## config.mk

```make
export PLATFORM = sky130hd
export DESIGN_NAME = ps2_host_tx
export DESIGN_NICKNAME = d
export VERILOG_FILES = /design/src/rtl/ps2_host_tx.sv
export SDC_FILE = /design/constraint.sdc
export NUM_CORES = 1
export LEC_CHECK = 0
export ABC_AREA = 1
export ABC_CLOCK_PERIOD_IN_PS = 3600
export CORE_ASPECT_RATIO = 0.8
export CORE_MARGIN = 2
export CORE_UTILIZATION = 65
export DETAILED_ROUTE_END_ITERATION = 8
export PLACE_DENSITY = 0.86
export SLEW_MARGIN = 20
export SYNTH_ARGS = -nofsm -noshare
export SYNTH_HDL_FRONTEND = slang
export SYNTH_SLANG_ARGS = --single-unit
```

## constraint.sdc

```tcl
create_clock -name clk -period 3.6 [get_ports clk]
set_input_delay 0.54 -clock clk [delete_from_list [all_inputs] [get_ports clk]]
set_output_delay 0.54 -clock clk [all_outputs]
set_load 0.005 [all_outputs]
```

## src/rtl/ps2_host_tx.sv

```systemverilog
// -----------------------------------------------------------------------------
// ps2_host_tx
//
// PS/2 host-to-device transmitter. Sends one command byte (e.g. 8'hED set-LEDs,
// 8'hFF reset) to the keyboard over the shared open-drain PS2_clk/PS2_data
// lines. The lines are driven through active-high pull-low enables. The device
// generates the bit clock, and the block reports whether the device acked.
//
// Frame on the wire: start(0), data[0..7] LSB first, odd parity, stop(1).
// The device acks by pulling data low on the eleventh clock.
//
// Parameters
//   INHIBIT_CYCLES  clk cycles the host holds PS2_clk low before the request
//   TIMEOUT_CYCLES  max clk cycles between device clock falls before abort
//   FILTER_LEN      consecutive differing samples needed to accept a new
//                   PS2_clk level
//
// Ports
//   clk, rst_n      system clock, asynchronous active-low reset
//   tx_valid/ready  byte handshake; tx_data is the command byte
//   ps2_clk_i       PS2_clk pin level (asynchronous)
//   ps2_data_i      PS2_data pin level (asynchronous)
//   ps2_clk_oe      1 = pull PS2_clk low
//   ps2_data_oe     1 = pull PS2_data low
//   busy            transfer in progress (receive path ignores the lines)
//   done            one-cycle pulse at end of transfer
//   ack_ok          valid with done, held until the next done
//   err             one-cycle pulse on timeout or missing ack
//
// Configuration macro
//   PS2_TX_RETRY_EN  when defined, a failed frame is resent from INHIBIT up to
//                    2 more times; done/err report only the final attempt.
// -----------------------------------------------------------------------------
module ps2_host_tx #(
   parameter int unsigned INHIBIT_CYCLES = 12000,
   parameter int unsigned TIMEOUT_CYCLES = 1500000,
   parameter int unsigned FILTER_LEN     = 8
) (
   input  logic       clk,
   input  logic       rst_n,
   input  logic       tx_valid,
   input  logic [7:0] tx_data,
   output logic       tx_ready,
   input  logic       ps2_clk_i,
   input  logic       ps2_data_i,
   output logic       ps2_clk_oe,
   output logic       ps2_data_oe,
   output logic       busy,
   output logic       done,
   output logic       ack_ok,
   output logic       err
);

   localparam int unsigned CNT_MAX = (INHIBIT_CYCLES > TIMEOUT_CYCLES) ?
                                     INHIBIT_CYCLES : TIMEOUT_CYCLES;
   localparam int CNT_W = $clog2(CNT_MAX + 1);
   localparam int FLT_W = (FILTER_LEN > 1) ? $clog2(FILTER_LEN) : 1;

   typedef enum logic [2:0] {
      ST_IDLE,
      ST_INHIBIT,
      ST_REQ,
      ST_SHIFT,
      ST_ACK,
      ST_WAITIDLE
   } state_e;

   // ---------------------------------------------------------------------------
   // Input synchronisers and PS2_clk glitch filter
   // ---------------------------------------------------------------------------
   logic [1:0]       clk_sync_q;
   logic [1:0]       data_sync_q;
   logic             clk_s;
   logic             data_s;
   logic             clk_filt_q;
   logic [FLT_W-1:0] flt_cnt_q;
   logic             flt_flip;
   logic             fall;

   assign clk_s  = clk_sync_q[1];
   assign data_s = data_sync_q[1];

   // The filtered level flips on the FILTER_LEN-th consecutive differing sample.
   assign flt_flip = (clk_s != clk_filt_q) &&
                     (flt_cnt_q == FLT_W'(FILTER_LEN - 1));
   assign fall     = flt_flip && clk_filt_q;

   always_ff @(posedge clk or negedge rst_n) begin
      if (!rst_n) begin
         // Idle bus lines float high, so the pipeline starts at 1.
         clk_sync_q  <= 2'b11;
         data_sync_q <= 2'b11;
         clk_filt_q  <= 1'b1;
         flt_cnt_q   <= '0;
      end else begin
         // NOTE: state registers use non-blocking assignments so every flop
         // samples the values from before this edge, regardless of order.
         clk_sync_q  <= {clk_sync_q[0], ps2_clk_i};
         data_sync_q <= {data_sync_q[0], ps2_data_i};
         if (clk_s == clk_filt_q) begin
            flt_cnt_q <= '0;
         end else if (flt_flip) begin
            clk_filt_q <= clk_s;
            flt_cnt_q  <= '0;
         end else begin
            flt_cnt_q <= flt_cnt_q + 1'b1;
         end
      end
   end

   // ---------------------------------------------------------------------------
   // Transfer FSM
   // ---------------------------------------------------------------------------
   state_e           state_q;
   logic [9:0]       frame_q;    // {stop, parity, data}, bit 0 sent first
   logic [9:0]       frame_d;
   logic [3:0]       bit_cnt_q;
   logic [3:0]       bit_cnt_d;
   logic [CNT_W-1:0] cnt_q;      // inhibit length, then inter-fall timeout
   logic [CNT_W-1:0] cnt_d;
   logic             clk_oe_q;
   logic             data_oe_q;
   logic             ack_rx_q;   // ack level seen on the current attempt
   logic             ack_ok_q;
   logic             done_q;
   logic             err_q;
   logic             active;
   logic             timeout;
   logic             finish;
   logic             failed;
   logic             retry;

   assign frame_d   = {1'b1, ~^tx_data, tx_data};
   assign bit_cnt_d = bit_cnt_q + 1'b1;
   assign cnt_d     = fall ? '0 : cnt_q + 1'b1;

   assign active  = (state_q == ST_REQ) || (state_q == ST_SHIFT) ||
                    (state_q == ST_ACK) || (state_q == ST_WAITIDLE);
   assign timeout = active && !fall &&
                    (cnt_q == CNT_W'(TIMEOUT_CYCLES - 1));
   assign finish  = timeout || ((state_q == ST_WAITIDLE) && clk_s && data_s);
   assign failed  = timeout || !ack_rx_q;

`ifdef PS2_TX_RETRY_EN
   logic [1:0] try_q;            // retries already spent on this byte

   assign retry = finish && failed && (try_q != 2'd2);
`else
   assign retry = 1'b0;
`endif

   always_ff @(posedge clk or negedge rst_n) begin
      if (!rst_n) begin
         state_q   <= ST_IDLE;
         frame_q   <= '0;
         bit_cnt_q <= '0;
         cnt_q     <= '0;
         clk_oe_q  <= 1'b0;
         data_oe_q <= 1'b0;
         ack_rx_q  <= 1'b0;
         ack_ok_q  <= 1'b0;
         done_q    <= 1'b0;
         err_q     <= 1'b0;
`ifdef PS2_TX_RETRY_EN
         try_q     <= '0;
`endif
      end else begin
         // NOTE: pulse outputs default low every cycle and are raised only on
         // the edge that ends a transfer, so they never stick high.
         done_q <= 1'b0;
         err_q  <= 1'b0;

         if (retry) begin
            // Resend the latched frame; busy stays high across attempts.
            state_q   <= ST_INHIBIT;
            clk_oe_q  <= 1'b1;
            data_oe_q <= 1'b0;
            cnt_q     <= '0;
`ifdef PS2_TX_RETRY_EN
            try_q     <= try_q + 1'b1;
`endif
         end else if (finish) begin
            state_q   <= ST_IDLE;
            clk_oe_q  <= 1'b0;
            data_oe_q <= 1'b0;
            done_q    <= 1'b1;
            err_q     <= failed;
            ack_ok_q  <= !failed;
         end else begin
            unique case (state_q)
               ST_IDLE: begin
                  if (tx_valid && tx_ready) begin
                     frame_q   <= frame_d;
                     state_q   <= ST_INHIBIT;
                     clk_oe_q  <= 1'b1;
                     data_oe_q <= 1'b0;
                     cnt_q     <= '0;
`ifdef PS2_TX_RETRY_EN
                     try_q     <= '0;
`endif
                  end
               end

               // Clock held low INHIBIT_CYCLES, then one extra cycle with the
               // start bit already on data before the clock is released.
               ST_INHIBIT: begin
                  if (cnt_q == CNT_W'(INHIBIT_CYCLES)) begin
                     clk_oe_q <= 1'b0;
                     cnt_q    <= '0;
                     state_q  <= ST_REQ;
                  end else begin
                     cnt_q <= cnt_q + 1'b1;
                     if (cnt_q == CNT_W'(INHIBIT_CYCLES - 1)) begin
                        data_oe_q <= 1'b1;
                     end
                  end
               end

               // The first device fall asks for data bit 0.
               ST_REQ: begin
                  cnt_q <= cnt_d;
                  if (fall) begin
                     data_oe_q <= ~frame_q[0];
                     bit_cnt_q <= '0;
                     state_q   <= ST_SHIFT;
                  end
               end

               ST_SHIFT: begin
                  cnt_q <= cnt_d;
                  if (fall) begin
                     data_oe_q <= ~frame_q[bit_cnt_d];
                     bit_cnt_q <= bit_cnt_d;
                     if (bit_cnt_d == 4'd9) begin
                        state_q <= ST_ACK;
                     end
                  end
               end

               // Device pulls data low for ack; host has released data.
               ST_ACK: begin
                  cnt_q <= cnt_d;
                  if (fall) begin
                     ack_rx_q <= ~data_s;
                     state_q  <= ST_WAITIDLE;
                  end
               end

               ST_WAITIDLE: begin
                  cnt_q <= cnt_d;
               end

               default: begin
                  state_q <= ST_IDLE;
               end
            endcase
         end
      end
   end

   // tx_ready is held low during the done cycle so acceptance never coincides
   // with a done/err pulse.
   assign tx_ready    = (state_q == ST_IDLE) && !done_q;
   assign busy        = (state_q != ST_IDLE);
   assign ps2_clk_oe  = clk_oe_q;
   assign ps2_data_oe = data_oe_q;
   assign done        = done_q;
   assign err         = err_q;
   assign ack_ok      = ack_ok_q;

endmodule

```

After elaboration in Yosys (flattened, before gate mapping)
Index checks and enable logic that the tools add are counted.
W data, S select, Z words.
{"block": "classes", "addsub": 3, "magnitude_cmp": 1, "n_eq_ne": 24, "n_mux": 32, "bitwise": 5, "reduce_logical": 33}
{"op": "$mux W21", "count": 3}
{"op": "$pmux W21 S3", "count": 1}
{"op": "$eq A21 B14 Y1 const B", "count": 2}
{"op": "$mux W3", "count": 9}
{"op": "$add A21 B1 Y21 const B", "count": 1}
{"op": "$eq A21 B21 Y1 const B", "count": 1}
{"op": "$ne A3 B3 Y1 const B", "count": 7}
{"op": "$pmux W3 S6", "count": 1}
{"op": "$mux W1", "count": 12}
{"op": "$reduce_and A3 Y1", "count": 4}
{"op": "$eq A3 B3 Y1 const B", "count": 3}
{"op": "$reduce_bool A3 Y1", "count": 3}
{"op": "$logic_and A1 B1 Y1", "count": 8}
{"op": "$mux W4", "count": 2}
{"op": "$ne A2 B2 Y1 const B", "count": 4}
{"op": "$pmux W4 S2", "count": 1}
{"op": "$reduce_xnor A8 Y1", "count": 1}
{"op": "$reduce_and A7 Y1", "count": 1}
{"op": "$eq A3 B2 Y1 const B", "count": 2}
{"op": "$reduce_and A6 Y1", "count": 1}
{"op": "$logic_or A1 B1 Y1", "count": 5}
{"op": "$lt A4 B5 Y1 const B", "count": 1}
{"op": "$not A1 Y1", "count": 5}
{"op": "$reduce_bool A5 Y1", "count": 1}
{"op": "16 further kinds", "count": 19}
{"block": "totals", "ff_bits": 52, "input_bits": 13}

Depth between registers and ports, before layout
{"block": "depth", "ltp_word": 9, "ltp_mapped": 13, "ltp_nobuf": 12}

Least setup slack after synthesis
Ideal clock, no wire load.
{"block": "synth_path", "path_type": "reg-to-reg", "startpoint": "register bit_cnt_q[0]", "endpoint": "register data_oe_q (netlist: ps2_data_oe)", "arrival_time_ns": 1.600, "required_ns": 3.485, "setup_slack_ns": 1.885, "stages_incl_launch_ff": 13, "path_buffers": 1, "synth_period_minus_slack_ns": 1.715, "cell_sequence": "dfrtp_1 clkbuf_1 inv_1 ha_1 inv_1 nor2_1 o21ai_0 nand3b_1 nand3_1 nand2_1 inv_1 nor2_1 nor2_1"}
{"block": "synth_between", "elab_chain_len": 7}
{"element": "start, declared", "line": "117", "rtl": "logic [3:0] bit_cnt_q;"}
{"element": "start signal, assigned", "line": "233", "rtl": "bit_cnt_q <= bit_cnt_d;"}
{"element": "$add A4 B1 Y4", "line": "134", "rtl": "assign bit_cnt_d = bit_cnt_q + 1'b1;"}
{"element": "$bmux W1 S4", "line": "232", "rtl": "data_oe_q <= ~frame_q[bit_cnt_d];"}
{"element": "$mux W1 (implied by the code)", "line": "232"}
{"element": "$not A1 Y1", "line": "232"}
{"element": "$mux W1", "line": "231", "rtl": "if (fall) begin"}
{"element": "$pmux W1 S4", "line": "190", "rtl": "unique case (state_q)"}
{"element": "$mux W1", "line": "182", "rtl": "end else if (finish) begin"}
{"element": "end signal, assigned", "line": "223", "rtl": "data_oe_q <= ~frame_q[0];"}
{"element": "end signal, assigned", "line": "232"}
{"element": "end, declared", "line": "122", "rtl": "logic data_oe_q;"}
Every way passes these cells. The select of a mux whose other input is x is not followed.
A chain may end at the register's enable or synchronous reset.

Worst setup path after layout
{"block": "layout_path", "startpoint": "register state_q[1]", "endpoint": "register cnt_q[17]"}
{"block": "layout_between", "elab_chain_len": 9}
{"element": "start, declared", "line": "114", "rtl": "state_e state_q;"}
{"element": "start signal, assigned", "line": "154", "rtl": "state_q <= ST_IDLE;"}
{"element": "start signal, assigned", "line": "175", "rtl": "state_q <= ST_INHIBIT;"}
{"element": "start signal, assigned", "line": "183", "rtl": "state_q <= ST_IDLE;"}
{"element": "$eq A3 B2 Y1", "line": "137, 190"}
{"element": "$logic_or A1 B1 Y1 (2 in a row)", "line": "137", "rtl": "assign active = (state_q == ST_REQ) || (state_q == ST_SHIFT) ||"}
{"element": "$logic_or A1 B1 Y1", "line": "138", "rtl": "(state_q == ST_ACK) || (state_q == ST_WAITIDLE);"}
{"element": "$logic_and A1 B1 Y1 (2 in a row)", "line": "139", "rtl": "assign timeout = active && !fall &&"}
{"element": "$logic_or A1 B1 Y1", "line": "141", "rtl": "assign finish = timeout || ((state_q == ST_WAITIDLE) && clk_s && data_s);"}
{"element": "$not A1 Y1 (no line)"}
{"element": "$reduce_and A3 Y1 (no line)"}
{"element": "end signal, assigned", "line": "212", "rtl": "cnt_q <= cnt_q + 1'b1;"}
{"element": "end signal, assigned", "line": "221", "rtl": "cnt_q <= cnt_d;"}
{"element": "end signal, assigned", "line": "230", "rtl": "cnt_q <= cnt_d;"}
{"element": "end, declared", "line": "119", "rtl": "logic [CNT_W-1:0] cnt_q;"}
Parallel ways exist; a longest one is shown, timed or not.

==> results by stage <==
Synthesis:
- The post-synth design cell area is ~3400 um2.
- The Yosys step of the flow raised 0 warnings.
- The number of storage elements in the synthesis netlist is 52.
- After synthesis, the netlist uses 35 different library cells.
- The net count after synthesis is 510.
- Of the synthesized area, sequential elements account for a little under two fifths.
- Synthesis produced a netlist whose cell count is roughly 490.
- Each instance of the synthesized netlist takes up on average between 6 and 7 um2.

STA:
- The final-report hold violation count came to 0.
- The period utilization is roughly 68%.
- Timing would allow up to roughly 0.41 GHz.
- The worst path in the final design needs a cycle of ~2400 ps, including I/O delays and setup.
- Setup violations remaining at the end of the flow were counted as 0.
- Headroom to the max-slew limit came out at approximately three fifths.
- Adding up every negative setup slack in the final design gives 0 ps.
- The clock skew after layout is approximately 4.0 ps.
- The slew at the pin with the worst max-slew slack is ~620 ps.
- The count of final max-slew check failures is 0.
- Setup repair after global routing left no endpoint under its margin.

Critical path:
- STA classifies the critical path startpoint as a flip-flop.
- The data required time at the worst endpoint is ~3800 ps.
- The worst-path maximum fanout is 19.
- On the worst path, the slowest cell contributes a delay of 500 ps.
- The cell at the slowest stage of the critical path is sky130_fd_sc_hd__dfrtp_1.
- The most prevalent standard cell on the critical path is sky130_fd_sc_hd__nand2_1.
- For flop-to-flop paths, the worst setup slack is 1160 ps.
- The number of buffers and inverters on the critical path is 2.
- The length in cells of the worst reg-to-reg path is 10.
- The arrival time at the worst endpoint is 2660 ps.
- The critical setup path kind is flip-flop to flip-flop.
- The worst setup path is captured at a flip-flop.
- The worst register-to-register path ends at cnt_q[17].
- The cell family contributing the most delay on the critical path is simple AND/OR/NAND/NOR gates.
- The worst flop-to-flop path startpoint is state_q[1].
- In this run the number of cells on the critical path is 10.
- The critical path goes through nor2_4 > nand2_2 > nor3_4 > nor2_1 > clkinv_1 > nand2_1 > nor2_4 > inv_2 > nand2_1 > nand2_1.

Final layout:
- The post-layout utilization of the core is roughly three quarters.
- The most common library cell in the layout ignoring fill and taps is sky130_fd_sc_hd__nand2_1.
- In the final layout, the share of cells above drive strength 1 is between 8 and 9%.
- The layout overhead on the synthesized area is 9.21%.
- The library cells used most frequently in the layout, excluding fill and tap cells, are sky130_fd_sc_hd__nand2_1, sky130_fd_sc_hd__nor2_1, sky130_fd_sc_hd__dfrtp_1.
- The filler cell count is between 400 and 500.
- The final-stage net count is between 500 and 600.
- The number of antenna diodes is 0.

Detailed routing:
- The detailed-route vias per instance is approximately 6.0.
- In this run the remaining antenna-violating nets after routing total 0.
- The first detailed-routing pass ran for 5 iterations.
- The DRC marker count from the first detailed-route iteration is between 300 and 400.
- In the routed design, unresolved DRC markers number 0.
- The routed length per placed instance is 15.0 um.
- The top metal layer carrying routed signals is met4.
- Wires add up to about 8500 um.
- The routed layout has 3,396 vias.
- The wire length on met2 is 3620 um.
- For this block, wires on met1 add up to 3850 um.
- The amount of wire on met3 after detailed routing is slightly above 900 um.

Die:
- The overall die area is ~5800 um2.
- Once the floorplan was initialized, standard cells occupied 67.7% of the core.
- The total area inside the core boundary comes to around 5000 um2.
- The top-level port count is 20.
- The die width is 85.0 um.
- The number of rows created at floorplan is 23.
- The die extent in y is between 60 and 70 um.

Placed design:
- Detailed placement ended at an HPWL of slightly above 6000 um.
- The final estimated routing congestion in global placement is 0.979.
- The count of buffers from port buffering is 19.

Global route:
- Global routing used a little over 30% of the available tracks.
- The initial antenna violation count is 0.
- The number of global-route vias before repair is 2,975.
- The global-route wire length before repair is 13,900 um.
- After global routing the overflow that remains totals 0.
- Entering global routing, the biggest net connects 50 pins.

CTS:
- The cell chosen for the clock root is sky130_fd_sc_hd__clkbuf_8.
- In this run the number of H-tree levels came out at 2.
- The post-cts repair resize count is 0.
- Counting along the longest clock path gives a buffer depth of 2.
- The number of CTS-inserted buffers is 5.
- Clock-pin slew was measured on the worst setup and hold paths at about 100 ps.
- Buffers added to address setup during post-CTS repair amount to 0.
- Clock tree synthesis found a total of 52 sinks.
- The TritonCTS clock tree is done.
- The total of hold buffers inserted after clock tree synthesis is 0.
- At the later pin of the worst-skew pair, clock insertion delay measures between 300 and 400 ps.

Power and ir drop:
- The worst-case IR drop observed on VDD is just under 400 uV.
- The power per cell area is between 500 and 600 nW/um2.
- The total leakage power is roughly 1.8 nW.
- After layout, the design draws a total of between 0.002 and 0.0025 W.

Worst hold path:
- The type of the most critical hold path is primary input to asynchronous set/reset pin.

Status:
- The flow ran to the end, and the final reports show no timing, DRC or antenna violations.

Job:
- The number of violations of the max-capacitance limit is 0.
metal layers:
| metal | GRT usage, % | vias to the layer above |
|---|---|---|
| li1 | - | 1627 |
| met5 | 0 | - |
| met4 | 8.73 | 0 |
| met2 | 47.3 | 191 |
| met1 | 44.5 | 1558 |
| met3 | 6.07 | 20 |
worst reg2reg max path, stage by stage, from the launching register on:
cell,delay [ps]
sky130_fd_sc_hd__dfrtp_1,500
sky130_fd_sc_hd__nor2_4,190
sky130_fd_sc_hd__nand2_2,110
sky130_fd_sc_hd__nor3_4,440
sky130_fd_sc_hd__nor2_1,130
sky130_fd_sc_hd__clkinv_1,90
sky130_fd_sc_hd__nand2_1,80
sky130_fd_sc_hd__nor2_4,400
sky130_fd_sc_hd__inv_2,240
sky130_fd_sc_hd__nand2_1,120
sky130_fd_sc_hd__nand2_1,50
cell usage after synthesis:
master | instances | area, um2
sky130_fd_sc_hd__nor3b_1 | 1 | 7.51
sky130_fd_sc_hd__inv_1 | 37 | 139
sky130_fd_sc_hd__ha_1 | 6 | 75.1
sky130_fd_sc_hd__dfstp_2 | 5 | 131
sky130_fd_sc_hd__o21ai_0 | 11 | 55.1
sky130_fd_sc_hd__nand2_1 | 162 | 608
sky130_fd_sc_hd__nor3_1 | 8 | 40.0
sky130_fd_sc_hd__o21ai_1 | 12 | 60.1
sky130_fd_sc_hd__dfrtp_1 | 47 | 1180
sky130_fd_sc_hd__nand3b_1 | 3 | 22.5
sky130_fd_sc_hd__o21bai_1 | 3 | 22.5
sky130_fd_sc_hd__xnor2_1 | 8 | 70.1
sky130_fd_sc_hd__nand4_1 | 27 | 169
sky130_fd_sc_hd__o211a_1 | 1 | 10.0
sky130_fd_sc_hd__nor3_4 | 1 | 16.3
sky130_fd_sc_hd__a21boi_1 | 1 | 7.51
sky130_fd_sc_hd__o211ai_1 | 2 | 15.0
sky130_fd_sc_hd__nor2_1 | 53 | 199
sky130_fd_sc_hd__buf_2 | 2 | 10.0
sky130_fd_sc_hd__o22ai_1 | 2 | 12.5
sky130_fd_sc_hd__nor2_4 | 2 | 22.5
sky130_fd_sc_hd__or2_2 | 1 | 6.26
sky130_fd_sc_hd__inv_2 | 13 | 48.8
sky130_fd_sc_hd__xor2_1 | 6 | 52.6
sky130_fd_sc_hd__nand3_1 | 44 | 220
sky130_fd_sc_hd__nor2_2 | 2 | 12.5
sky130_fd_sc_hd__a21oi_1 | 8 | 40.0
sky130_fd_sc_hd__clkinv_1 | 1 | 3.75
sky130_fd_sc_hd__nand2_2 | 4 | 25.0
sky130_fd_sc_hd__clkbuf_1 | 6 | 22.5
sky130_fd_sc_hd__and2_1 | 3 | 18.8
sky130_fd_sc_hd__buf_4 | 5 | 37.5
sky130_fd_sc_hd__nand2_4 | 2 | 22.5
sky130_fd_sc_hd__nand3_4 | 1 | 17.5
sky130_fd_sc_hd__buf_6 | 1 | 11.3
worst max-delay path by stage:
stage,from,to,slack (ps)
6_report,state_q[1],cnt_q[17],1160
5_1_grt,state_q[1],cnt_q[13],930
4_1_cts,state_q[1],cnt_q[13],1190
3_5_place_dp,tx_valid,cnt_q[13],870
3_3_place_gp,tx_valid,cnt_q[3],990
2_1_floorplan,bit_cnt_q[0],ps2_data_oe,1880
report_power, final:
group	internal [W]	leakage, nW	switching, W
Clock	0.000207	0.0552	0.000205
Sequential	0.000697	0.672	0.000101
Combinational	0.000281	1.06	0.000572
kinds of logic (layout without fill, tap and decap cells):
logic type      count (synthesis)  count (layout)  synth area share (%)
simple gates                  314             314                  41.3
buf+inv                        65              81                  8.00
flops                          52              52                  38.4
compound gates                 40              40                  6.53
xor+xnor                       14              14                  3.60
fa+ha+maj                       6               6                  2.20
area by class of cell:
cell class / count / area (um2) / share of cell area, %
clock inverters: 2 / 35.0 / 0.941
flip-flops and latches: 52 / 1310 / 35.1
inverters: 51 / 191 / 5.14
multi-input cells: 374 / 1830 / 49.1
repair buffers: 22 / 210 / 5.65
clock buffers: 6 / 72.6 / 1.95
well taps: 62 / 77.6 / 2.08
stage by stage:
| step | area [um2] | hold slack, ps | setup WS (ps) | instances |
|---|---|---|---|---|
| after CTS | 3720 | 360 | 1190 | 569 |
| after floorplan | 3410 | 244 | 1880 | 491 |
| after global routing | 3720 | 287 | 927 | 569 |
| after global placement | 3610 | 346 | 993 | 561 |
| after detailed placement | 3610 | 347 | 870 | 561 |
| final | 3720 | 242 | 1160 | 569 |
flip-flops by register name, summed over array words and instances (netlist names):
name / cells
data_sync_q: 2
clk_sync_q: 2
ack_ok: 1
done: 1
err: 1
cnt_q: 21
bit_cnt_q: 4
ps2_clk_oe: 1
state_q: 3
clk_filt_q: 1
ack_rx_q: 1
ps2_data_oe: 1
frame_q: 10
flt_cnt_q: 3
Power figures use the tool's default switching activity.
